**src/rtl/core_pkg.sv**
```systemverilog
// Shared core types and constants used by the front-end stages.
// Holds the fetch FSM states, the buffer entry layout and opcode fields.
package core_pkg;

   localparam int unsigned XLEN   = 32;
   localparam int unsigned OP_LSB = 0;
   localparam int unsigned OP_MSB = 6;

   localparam logic [6:0] OPC_LOAD   = 7'b0000011;
   localparam logic [6:0] OPC_OP_IMM = 7'b0010011;
   localparam logic [6:0] OPC_AUIPC  = 7'b0010111;
   localparam logic [6:0] OPC_STORE  = 7'b0100011;
   localparam logic [6:0] OPC_OP     = 7'b0110011;
   localparam logic [6:0] OPC_LUI    = 7'b0110111;
   localparam logic [6:0] OPC_BRANCH = 7'b1100011;
   localparam logic [6:0] OPC_JALR   = 7'b1100111;
   localparam logic [6:0] OPC_JAL    = 7'b1101111;
   localparam logic [6:0] OPC_SYSTEM = 7'b1110011;

   typedef enum logic {
      RUN,
      FAULT
   } fetch_state_t;

   typedef struct packed {
      logic [XLEN-1:0] instr;
      logic [XLEN-1:0] pc;
   } fetch_entry_t;

endpackage

```
**src/rtl/fetch_fifo.sv**
```systemverilog
// Instruction buffer between imem responses and decode.
// Flush wins over a same-cycle push; push and pop together work when full.
module fetch_fifo import core_pkg::*; #(
   parameter int unsigned DEPTH = 2
) (
   input  logic                   clk,
   input  logic                   rst_n,
   input  logic                   push_i,
   input  logic                   pop_i,
   input  logic                   flush_i,
   input  fetch_entry_t           wdata_i,
   output fetch_entry_t           rdata_o,
   output logic                   full_o,
   output logic                   empty_o,
   output logic [$clog2(DEPTH):0] count_o
);

   localparam int unsigned AW = $clog2(DEPTH);

   fetch_entry_t  mem_q [DEPTH];
   logic [AW-1:0] wr_q;
   logic [AW-1:0] rd_q;
   logic [AW:0]   cnt_q;
   logic          do_push;
   logic          do_pop;

   assign do_push = push_i & ~flush_i;
   assign do_pop  = pop_i & ~empty_o;
   assign full_o  = cnt_q == (AW+1)'(DEPTH);
   assign empty_o = cnt_q == '0;
   assign count_o = cnt_q;
   assign rdata_o = mem_q[rd_q];

   always_ff @(posedge clk or negedge rst_n) begin
      if (!rst_n) begin
         for (int i = 0; i < DEPTH; i++) begin
            mem_q[i] <= '0;
         end
         wr_q  <= '0;
         rd_q  <= '0;
         cnt_q <= '0;
      end else if (flush_i) begin
         wr_q  <= '0;
         rd_q  <= '0;
         cnt_q <= '0;
      end else begin
         if (do_push) begin
            mem_q[wr_q] <= wdata_i;
            wr_q        <= wr_q + AW'(1);
         end
         if (do_pop) begin
            rd_q <= rd_q + AW'(1);
         end
         cnt_q <= cnt_q + (AW+1)'(do_push) - (AW+1)'(do_pop);
      end
   end

   // Fetch credit must make a push into a full buffer impossible.
   always_ff @(posedge clk) begin
      if (rst_n && do_push) begin
         assert (!full_o || do_pop);
      end
   end

endmodule

```
**src/rtl/fetch_unit.sv**
```systemverilog
// Instruction fetch stage: owns the fetch PC, issues imem requests,
// buffers responses and hands them to decode; redirects flush wrong path.
module fetch_unit import core_pkg::*; #(
   parameter logic [XLEN-1:0] RESET_PC   = 32'h0000_0000,
   parameter int unsigned     FIFO_DEPTH = 2
) (
   input  logic        clk,
   input  logic        rst_n,
   output logic        imem_req,
   output logic [31:0] imem_addr,
   input  logic        imem_gnt,
   input  logic        imem_rvalid,
   input  logic [31:0] imem_rdata,
   input  logic        redirect_valid,
   input  logic [31:0] redirect_pc,
   output logic        instr_valid,
   input  logic        instr_ready,
   output logic [31:0] instr,
   output logic [6:0]  instr_op,
   output logic [31:0] instr_pc,
   output logic [31:0] instr_pc_plus4,
   output logic        fetch_fault
);

   localparam int unsigned CW = $clog2(FIFO_DEPTH) + 1;
   typedef logic [CW-1:0] cnt_t;

   fetch_state_t    state_q, state_d;
   logic [XLEN-1:0] fetch_pc_q, fetch_pc_d;
   logic [XLEN-1:0] rsp_pc_q, rsp_pc_d;
   logic [XLEN-1:0] redir_pc_q, redir_pc_d;
   cnt_t            out_q, out_d;
   cnt_t            discard_q, discard_d;
   logic            hold_q, hold_d;
   logic            redir_pend_q, redir_pend_d;
   logic            en_q;

   logic            gnt_fire;
   logic            redir_ok;
   logic            redir_bad;
   logic            credit;
   logic            push;
   logic            pop;
   logic            flush;
   logic            fifo_full;
   logic            fifo_empty;
   cnt_t            fifo_count;
   fetch_entry_t    head;
   fetch_entry_t    wentry;

   assign credit = en_q & ~fifo_full
                 & (({1'b0, out_q} + {1'b0, fifo_count})
                    < (CW+1)'(FIFO_DEPTH));

   // A pending request is never withdrawn; fresh ones wait out a redirect.
   assign imem_req  = hold_q
                    | (credit & (state_q == RUN) & ~redirect_valid);
   assign imem_addr = fetch_pc_q;
   assign gnt_fire  = imem_req & imem_gnt;

   assign redir_ok  = (state_q == RUN) & redirect_valid
                    & (redirect_pc[1:0] == 2'b00);
   assign redir_bad = (state_q == RUN) & redirect_valid
                    & (redirect_pc[1:0] != 2'b00);

   assign wentry = '{instr: imem_rdata, pc: rsp_pc_q};

   always_comb begin
      state_d      = state_q;
      fetch_pc_d   = fetch_pc_q;
      rsp_pc_d     = rsp_pc_q;
      redir_pc_d   = redir_pc_q;
      redir_pend_d = redir_pend_q;
      discard_d    = discard_q;
      hold_d       = imem_req & ~imem_gnt;
      out_d        = out_q + cnt_t'(gnt_fire) - cnt_t'(imem_rvalid);
      push         = 1'b0;
      flush        = 1'b0;
      unique case (state_q)
         RUN: begin
            if (imem_rvalid) begin
               if (discard_q != '0) begin
                  discard_d = discard_q - cnt_t'(1);
               end else begin
                  push     = 1'b1;
                  rsp_pc_d = rsp_pc_q + 32'd4;
               end
            end
            if (gnt_fire) begin
               if (redir_pend_q) begin
                  fetch_pc_d   = redir_pc_q;
                  discard_d    = discard_d + cnt_t'(1);
                  redir_pend_d = 1'b0;
               end else begin
                  fetch_pc_d = fetch_pc_q + 32'd4;
               end
            end
            if (redir_ok) begin
               flush     = 1'b1;
               push      = 1'b0;
               discard_d = out_d;
               rsp_pc_d  = redirect_pc;
               if (hold_q && !imem_gnt) begin
                  redir_pend_d = 1'b1;
                  redir_pc_d   = redirect_pc;
               end else begin
                  redir_pend_d = 1'b0;
                  fetch_pc_d   = redirect_pc;
               end
            end else if (redir_bad) begin
               state_d = FAULT;
               flush   = 1'b1;
               push    = 1'b0;
            end
         end
         FAULT: begin
            flush = 1'b1;
         end
      endcase
   end

   always_ff @(posedge clk or negedge rst_n) begin
      if (!rst_n) begin
         state_q      <= RUN;
         fetch_pc_q   <= RESET_PC;
         rsp_pc_q     <= RESET_PC;
         redir_pc_q   <= '0;
         redir_pend_q <= 1'b0;
         out_q        <= '0;
         discard_q    <= '0;
         hold_q       <= 1'b0;
         en_q         <= 1'b0;
      end else begin
         state_q      <= state_d;
         fetch_pc_q   <= fetch_pc_d;
         rsp_pc_q     <= rsp_pc_d;
         redir_pc_q   <= redir_pc_d;
         redir_pend_q <= redir_pend_d;
         out_q        <= out_d;
         discard_q    <= discard_d;
         hold_q       <= hold_d;
         en_q         <= 1'b1;
      end
   end

   fetch_fifo #(
      .DEPTH (FIFO_DEPTH)
   ) u_fifo (
      .clk     (clk),
      .rst_n   (rst_n),
      .push_i  (push),
      .pop_i   (pop),
      .flush_i (flush),
      .wdata_i (wentry),
      .rdata_o (head),
      .full_o  (fifo_full),
      .empty_o (fifo_empty),
      .count_o (fifo_count)
   );

   assign instr_valid    = ~fifo_empty & (state_q == RUN);
   assign pop            = instr_valid & instr_ready;
   assign instr          = instr_valid ? head.instr : '0;
   assign instr_pc       = instr_valid ? head.pc : '0;
   assign instr_pc_plus4 = instr_valid ? head.pc + 32'd4 : '0;
   assign instr_op       = instr[OP_MSB:OP_LSB];
   assign fetch_fault    = state_q == FAULT;

endmodule

```
**config.mk**
```make
export PLATFORM = sky130hd
export DESIGN_NAME = fetch_unit
export DESIGN_NICKNAME = d
export VERILOG_FILES = /design/src/rtl/core_pkg.sv /design/src/rtl/fetch_fifo.sv /design/src/rtl/fetch_unit.sv
export SDC_FILE = /design/constraint.sdc
export NUM_CORES = 1
export LEC_CHECK = 0
export CAP_MARGIN = 25
export CELL_PAD_IN_SITES_DETAIL_PLACEMENT = 2
export CELL_PAD_IN_SITES_GLOBAL_PLACEMENT = 2
export CORE_MARGIN = 2
export CORE_UTILIZATION = 35
export DETAILED_ROUTE_END_ITERATION = 6
export GPL_TIMING_DRIVEN = 0
export PLACE_DENSITY_LB_ADDON = 0.1
export SETUP_SLACK_MARGIN = 0.5
export SYNTH_ARGS = -nofsm -noshare
export SYNTH_HDL_FRONTEND = slang
export SYNTH_SLANG_ARGS = --single-unit
```
**constraint.sdc**
```tcl
create_clock -name clk -period 3.3 [get_ports clk]
set_input_delay 0.33 -clock clk [delete_from_list [all_inputs] [get_ports clk]]
set_output_delay 0.33 -clock clk [all_outputs]
set_load 0.005 [all_outputs]
```
==> results.tsv, run 1 <==
metric	value	unit
dpl-instance-area	0.0155	sq mm
start_util	0.352	
synth_area	0.0128	sq mm
antenna_found_initial	0	
status	finished with violations	
hold_violations	0	
synth-main-ff-cell	dfrtp_1	
h-tree-depth	1	
drtAntennaViolNets	0	
core	0.0363	sq mm
clock-sinks	236	
power	0.00647	W
drv_slew	0	
fin_worst_skew	0.0298	ns
tritoncts	built	
wl_per_cell	26.6	um
ys_warn_count	0	
power_frac_comb	0.053	
syn_nets	1303	
finalSetupViolCount	15	
ios	208	
first_pass_iters	7	
synth.avg_cell_area	10.5	sq um
vias	11300	
dieArea	0.0381	sq mm
tightest_slew	0.876	ns
drt-total-wl	53800	um
drt-initial-drc-count	608	
die_x	195	um
violations	negative setup slack	
peakVddDrop	0.376	mV
cp.arrival	3.24	ns
avgViaCountPerCell	5.60	
slew_headroom	0.416	
worstSetupPathType	register to output pin	
synthCells	1225	
rows	70	
cpLargestDelayFamily	buffers and inverters	
grt_pass1_vias	12400	
grt_util_all_layers	0.254	
internal_power	0.00488	W
area_growth	39.2	%
path_cells	buf_6, buf_12, buf_12, mux2_4, ha_4, nand4_1, a22oi_2, buf_4, buf_6, nand2_1, xnor2_2, nor2_1, a211oi_2, buf_2	
rsz0062_at_grt	yes	
clkPwrFrac	0.488	
path_buf_inv	6	
critical-path-max-stage-delay	0.41	ns
drive_gt1_frac	0.307	
fp.dieH	195	um
min_period	3.57	ns
swShare	0.245	
pwr-share-seq	0.459	
design_area	0.0178	sq mm
worstSkewPairLatency	0.57	ns
cap_viol_max_count	0	
clockRootBuffer	clkbuf_16	
hold_class	input pin to register	
grt_max_degree	118	
synth_edf_count	0	
drc	0	
place_congestion	0.884	
final_cell_mix	235 x dfrtp_1, 150 x mux2_2, 125 x nor2_1	
power.static_leakage	8.53	nW
synth_cell_types	79	
clockBufferDepth	3	
fillers	3673	
fmax	280	MHz
fin_crit_sh	1.08	
ys_seq_area_frac	0.461	
numPortBuffers	206	
power_switching	0.00158	W
dp_hpwl	34000	um
slowest_stage	dfrtp_1	
powerDensity	363	mW/mm^2
worst_slack	-0.265	ns
cts_made_buffers	28	
critPathLaunchType	register	
worst-path-max-fanout	4	
async_flop_share	1.00	
overflow	0	
final_common_cell	dfrtp_1	
clkTransAtPathRegs	0.06	ns
num_antenna_cells	0	
grt_pass1_wl	75300	um
cp-end-kind	output pin	
nets	1614	
synth-seq-cells	236	
worst_ep_required_time	2.97	ns
-- sequential cells by signal, indices dropped and copies added (netlist names), 2 cells and up --
register and count:
u_fifo.count_o 2, imem_addr 32, discard_q 2, u_fifo.mem_q 128
out_q 2, rsp_pc_q 32, redir_pc_q 32
-- Yosys cell counts (4+ instances only) --
cell | n | area (sq um)
nand3_1 | 32 | 160
buf_4 | 11 | 82.6
nand2_1 | 94 | 353
clkbuf_1 | 30 | 113
mux2i_1 | 69 | 691
o211ai_1 | 4 | 30.0
nand2b_1 | 4 | 25.0
a221o_1 | 8 | 80.1
inv_1 | 16 | 60.1
nor3_1 | 16 | 80.1
mux2_2 | 153 | 1720
a32o_1 | 4 | 40.0
dfrtp_1 | 236 | 5910
o21ai_0 | 62 | 310
or3_1 | 4 | 25.0
buf_2 | 25 | 125
buf_6 | 7 | 78.8
a31oi_1 | 10 | 62.6
o22ai_1 | 14 | 87.6
buf_1 | 6 | 22.5
mux2_1 | 6 | 67.6
ha_1 | 7 | 87.6
xor2_1 | 22 | 193
and3_1 | 10 | 62.6
o22a_1 | 8 | 70.1
o311ai_1 | 4 | 35.0
and2_1 | 14 | 87.6
nand4_1 | 19 | 119
nor2_1 | 145 | 544
nor2b_1 | 8 | 50.1
a21oi_1 | 50 | 250
a22oi_1 | 11 | 82.6
nor4_1 | 9 | 56.3
a211oi_1 | 8 | 60.1
and4_1 | 4 | 35.0
nand4b_1 | 6 | 52.6
xnor2_1 | 20 | 175
-- metal layers --
metal | up-vias | global-route usage | share of wire
li1 | 5041 | - | -
met1 | 5881 | 0.323 | 0.42
met2 | 314 | 0.446 | 0.51
met3 | 108 | 0.0302 | 0.036
met4 | 0 | 0.0891 | 0.039
met5 | - | 0 | 0
-- final timing paths --
kind | startpoint | end | slack, ns | depth (start not counted)
setup / recovery | u_fifo.rd_q$_DFFE_PN0P_ | instr_pc_plus4[10] | -0.27 | 14
hold / removal | redirect_valid | fetch_fault$_DFF_PN0_ | 0.16 | 3
setup reg to reg | out_q[0]$_DFF_PN0_ | discard_q[1]$_DFFE_PN0N_ | 0.44 | 14
hold reg to reg | u_fifo.mem_q[97]$_DFFE_PN0P_ | u_fifo.mem_q[97]$_DFFE_PN0P_ | 0.49 | 1
max in group asynchronous | rst_n | imem_addr[19]$_DFFE_PN0N_ | 1.68 | 4
min in group asynchronous | rst_n | u_fifo.mem_q[121]$_DFFE_PN0P_ | 0.27 | 2
-- per-stage QoR --
| step | hold slack (ns) | setup TNS (ns) | instances | util | setup WS [ns] |
|---|---|---|---|---|---|
| after floorplan | 0.0344 | 0 | 1225 | - | 0.517 |
| after global placement | 0.466 | -2039.24 | 1899 | 0.426 | -8.68 |
| after detailed placement | 0.277 | -4.52 | 1901 | 0.428 | -0.443 |
| after CTS | 0.140 | -0.296 | 1995 | 0.469 | -0.0907 |
| after global routing | 0.150 | -4.02 | 2025 | 0.490 | -0.377 |
| final | 0.160 | -2.11 | 2025 | 0.490 | -0.265 |
-- power by group through the flow --
stage / logic [W] / clock network [W] / registers [W]
2_1_floorplan: 0.0000746 / 0 / 0.00300
3_3_place_gp: 0.000282 / 0 / 0.00302
3_5_place_dp: 0.000297 / 0 / 0.00302
4_1_cts: 0.000336 / 0.00316 / 0.00297
5_1_grt: 0.000370 / 0.00332 / 0.00298
6_report: 0.000343 / 0.00315 / 0.00297
-- area by class of cell --
type                    count  area [sq um]  area share
multi-input cells         891          6990       0.392
inverters                  16          72.6     0.00407
well taps                 468           586      0.0328
repair buffers            281          2720       0.153
clock buffers              37           764      0.0429
clock inverters            14           145     0.00814
flip-flops and latches    236          5910       0.331
plain buffers              82           647      0.0363
-- kinds of logic after synthesis --
logic type               count (synthesis)  synth area share
AND/OR/NAND/NOR                        394             0.157
flip-flops                             236             0.461
multiplexers                           228             0.194
AO/OA/AOI/OAI                          218             0.112
buffers and inverters                   98            0.0388
XOR/XNOR                                42            0.0287
adder cells (fa/ha/maj)                  8           0.00840
other                                    1          0.000293
-- repair_timing --
action                                 in CTS  in global routing
hold buffers                                1                  0
setup endpoints to repair                 122                116
setup buffers                              42                 29
pin swaps                                  40                 38
resized for setup                         192                185
endpoints found under the hold margin      53                  0
cloned                                      0                  1
-- worst register-to-register path, stage by stage, from the launching register on --
cell	delay, ns
dfrtp_1	0.41
and2_4	0.17
fa_1	0.47
nor4bb_2	0.27
a32o_2	0.21
buf_6	0.11
inv_6	0.04
buf_6	0.12
ha_4	0.25
inv_2	0.04
ha_4	0.15
xnor2_2	0.13
xnor2_1	0.14
o21ai_1	0.13
o22ai_1	0.08
Power figures use the tool's default switching activity.
==> run 2, diff against run 1 <==
--- a/config.mk
+++ b/config.mk
@@ -9,10 +9,11 @@
 export CELL_PAD_IN_SITES_DETAIL_PLACEMENT = 2
 export CELL_PAD_IN_SITES_GLOBAL_PLACEMENT = 2
 export CORE_MARGIN = 2
-export CORE_UTILIZATION = 35
+export CORE_UTILIZATION = 31
 export DETAILED_ROUTE_END_ITERATION = 6
 export GPL_TIMING_DRIVEN = 0
 export PLACE_DENSITY_LB_ADDON = 0.1
+export RECOVER_POWER = 25
 export SETUP_SLACK_MARGIN = 0.5
 export SYNTH_ARGS = -nofsm -noshare
 export SYNTH_HDL_FRONTEND = slang
==> constraint.sdc (replaced) <==
create_clock -name clk -period 3.25 [get_ports clk]
set_input_delay 0.325 -clock clk [delete_from_list [all_inputs] [get_ports clk]]
set_output_delay 0.325 -clock clk [all_outputs]
set_load 0.005 [all_outputs]
==> run 2 against run 1 <==
Against the previous run: the flow finishes with violations (max-capacitance violations, max-slew violations, negative setup slack); first-iteration DRC count fell by 20%; final cell count rose by 5.4%; register-to-register slack got worse by 0.09 ns; clock-buffer cell count rose by 2; worst hold slack got worse by 0.055 ns; non-clock buffer count rose by 40; clock skew fell by 0.019 ns; largest power group unchanged.
==> results.tsv, run 2 (synthesis gave the netlist of run 1 again) <==
metric	value	unit
drive_gt1_frac	0.356	
finalSetupViolCount	14	
clkTransAtPathRegs	0.06	ns
final_cell_count_no_fill	2134	
largest-register	u_fifo.mem_q	
cap_viol_max_count	1	
final_common_cell	dfrtp_1	
place_congestion	0.808	
min_period	3.52	ns
worstSetupPathType	register to output pin	
rows	74	
fin_crit_sh	1.08	
antenna_found_initial	1	
clockBufferDepth	3	
grt_max_degree	107	
grt_pass1_vias	12200	
fp.dieH	207	um
power.static_leakage	8.23	nW
dp_cells	1966	
critPathLaunchType	register	
final_util	0.449	
grt_pass1_wl	76900	um
cp-end-kind	output pin	
fmax	284	MHz
dp_hpwl	35200	um
internal_power	0.00541	W
vias	11300	
clkPwrFrac	0.512	
num_antenna_cells	0	
powerDensity	385	mW/mm^2
pwr-share-seq	0.428	
power_switching	0.00164	W
die_x	207	um
hold_class	input pin to register	
numPortBuffers	206	
worstSkewPairLatency	0.59	ns
cts_made_buffers	30	
peakVddDrop	0.332	mV
tightest_slew	2.80	ns
core	0.0408	sq mm
h-tree-depth	1	
violations	max-capacitance violations, max-slew violations, negative setup slack	
setup_tns	-2.15	ns
slew_headroom	-0.869	
hold_violations	0	
dieArea	0.0430	sq mm
tritoncts	built	
overflow	0	
nets	1656	
drtAntennaViolNets	0	
avgViaCountPerCell	5.28	
clockRootBuffer	clkbuf_16	
drc	0	
worst_slack	-0.270	ns
clock-sinks	236	
cp.arrival	3.19	ns
status	finished with violations	
fin_worst_skew	0.0104	ns
grt_util_all_layers	0.229	
largest_register_ff_count	128	
start_util	0.314	
ios	208	
power_frac_comb	0.060	
first_pass_iters	5	
final_cell_mix	235 x dfrtp_1, 150 x mux2_2, 129 x nor2_1	
rsz0062_at_grt	yes	
area_growth	43.1	%
worst-path-max-fanout	5	
drt-total-wl	52300	um
fillers	4198	
wl_per_cell	24.5	um
worst_ep_required_time	2.92	ns
drt-initial-drc-count	484	
drv_slew	45	
swShare	0.233	
-- run 2: cell types whose count changed in the layout (fill, tap and decap cells not counted), sizes merged --
cell,delta
clkbuf,+16
inv,+1
bufinv,+2
clkdlybuf4s50,-10
clkinv,+3
dlygate4sd2,-9
dlymetal6s2s,-39
clkdlybuf4s15,+3
clkinvlp,-3
buf,+81
-- run 2: worst max-delay path, stage by stage (launching register included) --
cell      delay (ns)
dfrtp_1         0.39
buf_6           0.13
buf_12          0.13
buf_12          0.13
mux2_4          0.22
ha_4            0.17
nand4b_1        0.20
a22oi_2         0.23
buf_4           0.16
nand3_4         0.12
buf_4           0.17
buf_6           0.12
o31ai_2         0.23
buf_2           0.19
-- run 2: metal layers --
metal	up-vias	GRT usage	share of wire
li1	5128	-	-
met3	72	0.0322	0.032
met4	2	0.0739	0.032
met5	-	0	0.00029
met2	236	0.387	0.50
met1	5819	0.302	0.44
-- run 2: path summary, 6_finish.rpt --
path	to	cells after the start	startpoint	slack [ns]
max	instr_pc_plus4[22]	13	u_fifo.rd_q$_DFFE_PN0P_	-0.27
max in group asynchronous	redir_pc_q[25]$_DFFE_PN0P_	3	rst_n	0.34
max reg2reg	discard_q[1]$_DFFE_PN0N_	14	u_fifo.count_o[0]$_DFF_PN0_	0.35
min	fetch_fault$_DFF_PN0_	3	redirect_valid	0.10
min reg2reg	u_fifo.mem_q[96]$_DFFE_PN0P_	1	u_fifo.mem_q[96]$_DFFE_PN0P_	0.48
min in group asynchronous	u_fifo.mem_q[1]$_DFFE_PN0P_	2	rst_n	1.19
-- run 2: layout make-up --
type                    instances  area [sq um]  share of cell area
clock inverters                17           219              0.0119
multi-input cells             891          6990               0.381
repair buffers                321          2940               0.160
inverters                      16          71.3             0.00389
plain buffers                  82           666              0.0363
clock buffers                  39           875              0.0477
well taps                     532           666              0.0363
flip-flops and latches        236          5910               0.322
-- run 2: power groups by stage --
stage | clock [W] | combinational [W] | sequential, W
detailed placement | 0 | 0.000307 | 0.00307
CTS | 0.00371 | 0.000376 | 0.00301
global placement | 0 | 0.000291 | 0.00307
global route | 0.00382 | 0.000459 | 0.00302
floorplan | 0 | 0.0000819 | 0.00305
finish | 0.00361 | 0.000424 | 0.00302
-- run 2: repair_timing --
item	in CTS	in global routing
pin swaps	46	58
setup buffers	56	52
hold endpoints to repair	44	0
hold buffers	1	0
setup endpoints to repair	220	111
cloned	1	2
resized for setup	376	193
-- run 2: metrics by stage --
step / worst slack [ns] / power, W / cell area (sq um) / hold WS (ns)
global route: -0.399 / 0.00731 / 18300 / 0.114
CTS: -0.246 / 0.00710 / 17500 / 0.0866
finish: -0.270 / 0.00705 / 18300 / 0.105
floorplan: 0.491 / 0.00313 / 12900 / 0.0294
detailed placement: -0.568 / 0.00337 / 15700 / 0.255
global placement: -8.93 / 0.00336 / 15600 / 0.463
